File: config.mk
export PLATFORM = sky130hd
export DESIGN_NAME = seg_scan_mux
export DESIGN_NICKNAME = d
export VERILOG_FILES = /design/src/rtl/seg_pkg.sv /design/src/rtl/scan_prescaler.sv /design/src/rtl/seg_scan_mux.sv
export SDC_FILE = /design/constraint.sdc
export NUM_CORES = 1
export LEC_CHECK = 0
export ABC_CLOCK_PERIOD_IN_PS = 3000
export CAP_MARGIN = 20
export CORE_UTILIZATION = 57
export DETAILED_ROUTE_END_ITERATION = 8
export MAX_ROUTING_LAYER = met4
export PLACE_DENSITY = 0.86
export SLEW_MARGIN = 20
export SYNTH_ARGS = -nofsm -noshare
export SYNTH_HDL_FRONTEND = slang
export SYNTH_HIERARCHICAL = 1
export SYNTH_SLANG_ARGS = --single-unit
File: constraint.sdc
create_clock -name clk -period 3 [get_ports clk]
set_input_delay 0.3 -clock clk [delete_from_list [all_inputs] [get_ports clk]]
set_output_delay 0.3 -clock clk [all_outputs]
set_load 0.01 [all_outputs]
File: src/rtl/seg_pkg.sv
// rtl/seg_pkg.sv - shared types and constants for the seven-segment scan driver
package seg_pkg;

  // Scan slot phase: enables all off (GUARD) or one digit driven (DRIVE).
  typedef enum logic {
    GUARD = 1'b0,
    DRIVE = 1'b1
  } seg_scan_state_t;

  // Width of one digit value presented to the decoder.
  localparam int SEG_DIGIT_W = 4;

  // Default number of digits on the display.
  localparam int SEG_NDIG = 4;

endpackage

File: src/rtl/scan_prescaler.sv
// rtl/scan_prescaler.sv - modulo-DIV slot counter with end-of-slot flag
module scan_prescaler #(
  parameter int DIV = 50000
) (
  input  logic                   clk,
  input  logic                   rst_n,
  output logic [$clog2(DIV)-1:0] count,
  output logic                   slot_end
);

  localparam int CW = $clog2(DIV);

  logic [CW-1:0] count_q;
  logic [CW-1:0] count_d;

  assign slot_end = (count_q == CW'(DIV - 1));
  assign count    = count_q;

  // Next count: wrap to zero after the last cycle of the slot.
  always_comb begin
    count_d = count_q + CW'(1);
    if (slot_end) begin
      count_d = '0;
    end
  end

  // Count register, cleared asynchronously.
  always_ff @(posedge clk or negedge rst_n) begin
    if (!rst_n) begin
      count_q <= '0;
    end else begin
      count_q <= count_d;
    end
  end

endmodule

File: src/rtl/seg_scan_mux.sv
// rtl/seg_scan_mux.sv - multiplexed scan driver with guard, double buffer and zero blanking
module seg_scan_mux
  import seg_pkg::seg_scan_state_t, seg_pkg::SEG_DIGIT_W, seg_pkg::SEG_NDIG;
#(
  parameter int DIV   = 50000,
  parameter int GUARD = 16,
  parameter int NDIG  = SEG_NDIG
) (
  input  logic                          clk,
  input  logic                          rst_n,
  input  logic                          load,
  input  logic [SEG_DIGIT_W*NDIG-1:0]   digits_in,
  input  logic                          blank_lz,
  output logic [SEG_DIGIT_W-1:0]        nibble_out,
  output logic [NDIG-1:0]               digit_en_n,
  output logic                          frame_tick
);

  localparam int CW = $clog2(DIV);
  localparam int IW = $clog2(NDIG);

  typedef logic [NDIG-1:0][SEG_DIGIT_W-1:0] digit_arr_t;

  logic [CW-1:0]          count;
  logic                   slot_end;

  seg_scan_state_t        state_q, state_d;
  logic [IW-1:0]          idx_q, idx_d;
  digit_arr_t             disp_q, disp_d;
  digit_arr_t             shadow_q, shadow_d;
  logic                   pending_q, pending_d;
  logic [SEG_DIGIT_W-1:0] nibble_q, nibble_d;
  logic [NDIG-1:0]        en_n_q, en_n_d;
  logic                   tick_q, tick_d;

  logic                   enter_drive;
  logic                   leave_drive;
  logic                   wrap;
  logic                   upper_zero;
  logic                   blank;

  scan_prescaler #(
    .DIV(DIV)
  ) u_prescaler (
    .clk      (clk),
    .rst_n    (rst_n),
    .count    (count),
    .slot_end (slot_end)
  );

  // Slot FSM, display buffering, blanking decision and next registered outputs.
  always_comb begin
    state_d     = state_q;
    idx_d       = idx_q;
    disp_d      = disp_q;
    shadow_d    = shadow_q;
    pending_d   = pending_q;
    nibble_d    = nibble_q;
    en_n_d      = en_n_q;
    tick_d      = 1'b0;
    upper_zero  = 1'b1;
    blank       = 1'b0;

    enter_drive = (state_q == seg_pkg::GUARD) && (count == CW'(GUARD - 1));
    leave_drive = (state_q == seg_pkg::DRIVE) && slot_end;
    wrap        = leave_drive && (idx_q == IW'(NDIG - 1));

    if (enter_drive) begin
      state_d = seg_pkg::DRIVE;
    end
    if (leave_drive) begin
      state_d = seg_pkg::GUARD;
      idx_d   = wrap ? '0 : idx_q + IW'(1);
    end

    // A load landing on the wrap edge or in the tick cycle goes straight to
    // the display so it is shown from digit 0 of the frame just starting.
    if (load) begin
      shadow_d = digit_arr_t'(digits_in);
      if (wrap || tick_q) begin
        disp_d    = digit_arr_t'(digits_in);
        pending_d = 1'b0;
      end else begin
        pending_d = 1'b1;
      end
    end else if (wrap && pending_q) begin
      disp_d    = shadow_q;
      pending_d = 1'b0;
    end

    tick_d = wrap;

    // The tick-cycle reload picks up a load arriving together with frame_tick.
    if (leave_drive || tick_q) begin
      nibble_d = disp_d[idx_d];
    end

    // Digit i blanks only if it and every more significant digit are zero.
    for (int i = NDIG - 1; i >= 1; i--) begin
      upper_zero = upper_zero & (disp_d[i] == '0);
      if (idx_q == IW'(i)) begin
        blank = upper_zero;
      end
    end
    blank = blank & blank_lz;

    if (enter_drive) begin
      en_n_d = '1;
      if (!blank) begin
        en_n_d[idx_q] = 1'b0;
      end
    end else if (leave_drive) begin
      en_n_d = '1;
    end
  end

  // State and output registers; reset drops the enables and any pending load.
  always_ff @(posedge clk or negedge rst_n) begin
    if (!rst_n) begin
      state_q   <= seg_pkg::GUARD;
      idx_q     <= '0;
      disp_q    <= '0;
      shadow_q  <= '0;
      pending_q <= 1'b0;
      nibble_q  <= '0;
      en_n_q    <= '1;
      tick_q    <= 1'b0;
    end else begin
      state_q   <= state_d;
      idx_q     <= idx_d;
      disp_q    <= disp_d;
      shadow_q  <= shadow_d;
      pending_q <= pending_d;
      nibble_q  <= nibble_d;
      en_n_q    <= en_n_d;
      tick_q    <= tick_d;
    end
  end

  assign nibble_out = nibble_q;
  assign digit_en_n = en_n_q;
  assign frame_tick = tick_q;

endmodule

# ---- Word-level counts from Yosys, hierarchy flattened
# Index checks and enable logic that the tools add are counted.
dict set report op_classes {
  n_addsub 2
  mul 0
  div_mod_pow 0
  n_lt_le_gt_ge 3
  n_eq_ne 5
  n_shift 0
  muxes 21
  bitwise 5
  reduce_logical 12
}
# cell n
set ops {}
lappend ops {{2-to-1 mux 16 bit} 4}
lappend ops {{adder 16 x 1 -> 16 bit (second input constant)} 1}
lappend ops {{equality test 16 bit (second input constant)} 1}
lappend ops {{equality test 16 x 4 -> 1 bit (second input constant)} 1}
lappend ops {{2-to-1 mux 4 bit} 4}
lappend ops {{zero test 4 bit} 3}
lappend ops {{2-to-1 mux 1 bit} 9}
lappend ops {{binary-select mux 4 bit (select 2 bit)} 1}
lappend ops {{less-than comparator 2 x 3 -> 1 bit (second input constant)} 2}
lappend ops {{logical AND 1 bit} 5}
lappend ops {{equality test 2 bit (second input constant)} 2}
lappend ops {{2-to-1 mux 2 bit} 2}
lappend ops {{NOT 4 bit} 1}
lappend ops {{nonzero test 2 bit} 2}
lappend ops {{AND 1 bit} 3}
lappend ops {{adder 2 x 1 -> 2 bit (second input constant)} 1}
lappend ops {{demux 1 bit (select 2 bit)} 1}
lappend ops {{equality test 2 x 1 -> 1 bit (second input constant)} 1}
lappend ops {{>= comparator 2 x 1 -> 1 bit (second input constant)} 1}
lappend ops {{logical OR 1 bit} 2}
lappend ops {{NOT 1 bit} 1}
dict set report totals {
  register_bits 61
  latchBits 0
  mem_bits_rw 0
  romBits 0
  input_bits 20
  output_inout_bits 9
  elab_cells 63
  memories 0
}

# ---- Logic depth before layout (Yosys ltp)
dict set report logic_depth {
  depth_word 13
  depth_mapped 13
  mapped_depth_nobuf 9
}

# ---- Modules after synthesis
# The synthesis kept the hierarchy.
# module n_inst cells_each area_per_inst_um2 seq_area_each_um2
set modules_own_cells {}
lappend modules_own_cells {seg_scan_mux 1 186 2359.8 1131.1}
lappend modules_own_cells {scan_prescaler 1 67 762.0 400.4}

# ---- Worst setup path after synthesis
# Ideal clock, no wire load.
dict set report synth_path {
  kind {flip-flop to flip-flop}
  startpoint {register u_prescaler.count_q[0] (netlist: u_prescaler/count[0])}
  endpoint {register en_n_q[1] (netlist: digit_en_n[1])}
  setup_ps 77
  arrival_ps 2626
  t_required_ps 2923
  setup_slack_ps 297
  stages_incl_launch_ff 13
  n_path_buf 3
  period_less_slack_ps 2703
  cell_sequence {dfrtp_1 > ha_1 > and3_1 > buf_2 > and4_1 > buf_6 > a31oi_4 > buf_8 > mux2i_1 > mux2i_1 > nor4_1 > nand3_1 > a31oi_1}
}
# item line_no
set synth_rtl {}
lappend synth_rtl {{start: declaration} scan_prescaler.sv:13} ;# logic [CW-1:0] count_q;
lappend synth_rtl {{start signal: assignment} scan_prescaler.sv:32} ;# count_q <= count_d;
lappend synth_rtl {{end signal: assignment} seg_scan_mux.sv:135} ;# en_n_q <= en_n_d;
lappend synth_rtl {{end: declaration} seg_scan_mux.sv:33} ;# logic [NDIG-1:0] en_n_q, en_n_d;

==> flow_metrics.env <==
export IMPL_routed_wl_mm=6.24
export IMPL_hold_path_class="in -> async"
export IMPL_std_cell_rows=26
export IMPL_num_io_pins=29
export IMPL_ys_flop_type="dfrtp_1"
export IMPL_first_pass_iters=4
export IMPL_avgSynthCellArea_um2=12.3
export IMPL_clock_sinks=61
export IMPL_irDropWorstVdd_uv=342
export IMPL_placed_cell_area_um2=3450
export IMPL_yosys_warnings=6
export IMPL_dp_cells=349
export IMPL_relSlewSlack=0.380
export IMPL_arrival_ns=3.00
export IMPL_die_w_um=76.0
export IMPL_wl_per_cell_um=17.2
export IMPL_worstReg2RegStart="u_prescaler/count[0]"
export IMPL_via_per_inst=5.87
export IMPL_status="finished clean"
export IMPL_start_kind="flop"
export IMPL_instances_no_fill=363
export IMPL_synth_most_common_cell="dfrtp_1"
export IMPL_grt_use_total=0.241
export IMPL_synthCells=253
export IMPL_path_max_fanout=7
export IMPL_diodes=0
export IMPL_grt_pass1_vias=2191
export IMPL_vias=2130
export IMPL_grt_antenna_before_repair=0
export IMPL_cts_max_path_buffers=2
export IMPL_fp_dieH_um=76.0
export IMPL_place_hpwl_mm=4.46
export IMPL_skew_ns=0.00843
export IMPL_grt_max_degree=44
export IMPL_total_power_uw=2030
export IMPL_max_clock_freq_mhz=364
export IMPL_synth_edf_count=0
export IMPL_rr_endpoint="digit_en_n[2]"
export IMPL_synth_area_um2=3120
export IMPL_multi_input_area_um2=1490
export IMPL_htreeDepth=3
export IMPL_slew_violations=0
export IMPL_register_area_um2=1530
export IMPL_cts_hold_buf=0
export IMPL_reg2regPathDepth=10
export IMPL_min_period_ns=2.75
export IMPL_fillCellCount=378
export IMPL_tightest_slew_ns=0.931
export IMPL_final_area_um2=3630
export IMPL_setup_violations=0
export IMPL_finalSetupTns_ns=0
export IMPL_netlist_top_cells_count="57 x dfrtp_1, 56 x mux2i_1, 16 x mux2_2"
export IMPL_maxCapViolCount=0
export IMPL_dr_first_iter_drc_count=122
export IMPL_grt_pass1_wl_mm=10.5
export IMPL_powerDensity_nw_per_um2=559
export IMPL_drive_above_1_share=0.198
export IMPL_hold_violations=0
export IMPL_routabilityCongestion=0.779
export IMPL_overflow=0
export IMPL_worst_setup_path_type="reg -> reg"
export IMPL_cts_clk_slew_worst_paths_ns=0.06
export IMPL_utilization=0.698
export IMPL_ant_nets=0
export IMPL_p_leak_uw=0.00173
export IMPL_rsz0062_at_grt="false"
export IMPL_cts_root_buf="clkbuf_8"
export IMPL_area_delta_synth_final_pct=16.4
export IMPL_ys_seq_area_frac=0.491
export IMPL_synthTopCellsByArea="dfrtp_1 46%, mux2i_1 18%, mux2_2 5.8%, dfstp_2 3.4%, xor2_1 2.2%"
export IMPL_die_area_um2=5780
export IMPL_ys_seq_elements=61
export IMPL_port_buffers=28
export IMPL_yosys_area_top_type="dfrtp_1"
export IMPL_synth_top_area_share=0.457
export IMPL_cts_tree="done"
export IMPL_worst_endpoint_required_ns=3.25
export IMPL_start_util=0.600
export IMPL_rrSetupSlack_ns=0.25
export IMPL_end_kind="flop"
export IMPL_fin_nets=315
export IMPL_ys_types=46
export IMPL_core_um2=5200
export IMPL_clk_latency_ns=0.33
export IMPL_finalCritPeriodShare=0.916
export IMPL_cts_buffers=9
export IMPL_drc=0
export IMPL_synthesis_nets=278
export IMPL_async_reset_ff_frac=1.00
-- flip-flops by register name, indices dropped and copies added, names as in the netlist --
name and cells:
disp_q 16, state_q 1, pending_q 1, frame_tick 1, idx_q 2, shadow_q 16
nibble_out 4, u_prescaler/count 16, digit_en_n 4
-- critical path, cell delays in order (launching register included) --
cell     delay, ns
dfrtp_1       0.41
ha_1          0.24
and3_2        0.27
and4_4        0.19
a31oi_4       0.19
buf_4         0.21
mux2i_1       0.20
mux2i_1       0.17
o41ai_2       0.43
nand3_1       0.15
a31oi_1       0.20
-- where the power goes --
group | switching, uW | leakage, uW | total [uW] | internal (uW)
logic | 225 | 0.000950 | 400 | 175
registers | 63.3 | 0.000697 | 1000 | 941
clock network | 295 | 0.0000881 | 628 | 333
-- routing by layer --
layer,up-vias,wire [um],GRT usage
li1,991,-,-
met1,1083,2940,0.313
met2,45,3030,0.384
met3,11,164,0.0323
met4,0,114,0.104
met5,-,0,-
-- metrics by stage --
stage          hold WS [ns]  setup WS [ns]
6_report              0.113          0.252
5_1_grt               0.201        0.00168
4_1_cts               0.134         0.0532
3_5_place_dp          0.488         0.0837
3_3_place_gp          0.476          0.219
2_1_floorplan       0.00441          0.297
-- area by class of cell --
class,instances,area share
sequential,61,0.421
multi-input combinational,175,0.410
timing repair buffer,37,0.0930
clock buffer,12,0.0427
tap,70,0.0241
inverter,6,0.00620
clock inverter,2,0.00275
-- placed cells by master, fill, tap and decap left out, types with 4 or more instances in the layout --
cell type	netlist	layout
a21oi_1	6	6
a22o_1	4	4
and2_1	5	5
buf_4	1	9
clkbuf_8	0	11
clkdlybuf4s50_1	0	26
dfrtp_1	57	57
dfstp_2	4	4
ha_1	5	5
inv_1	6	6
mux2_2	16	16
mux2i_1	56	56
nand2_1	10	10
nand3_1	5	5
nand4_1	4	4
nor2_1	12	12
nor3_1	6	6
xnor2_1	4	4
xor2_1	8	8
-- worst max path at each step --
stage / startpoint / endpoint / slack, ns / cells after the start
6_report: u_prescaler/count[0] / digit_en_n[2] / 0.25 / 10
5_1_grt: u_prescaler/count[0] / digit_en_n[3] / 0.002 / 10
4_1_cts: u_prescaler/count[0] / digit_en_n[3] / 0.05 / 10
3_5_place_dp: u_prescaler/count[0] / digit_en_n[3] / 0.08 / 10
3_3_place_gp: u_prescaler/count[0] / digit_en_n[3] / 0.22 / 10
2_1_floorplan: u_prescaler/count[0] / digit_en_n[1] / 0.30 / 12
-- kinds of logic after synthesis --
logic type      after synthesis  synth area share
simple gates                 62             0.121
flops                        61             0.491
xor+xnor                     12            0.0337
buf+inv                      17            0.0381
fa+ha+maj                     5            0.0200
compound gates               23            0.0545
mux                          73             0.242
-- repair_timing --
item / CTS / global route
setup endpoints to repair: 0 / 8
resized for setup: 0 / 5
buffers inserted: 0 / 0
(Power assumes the default switching activity.)
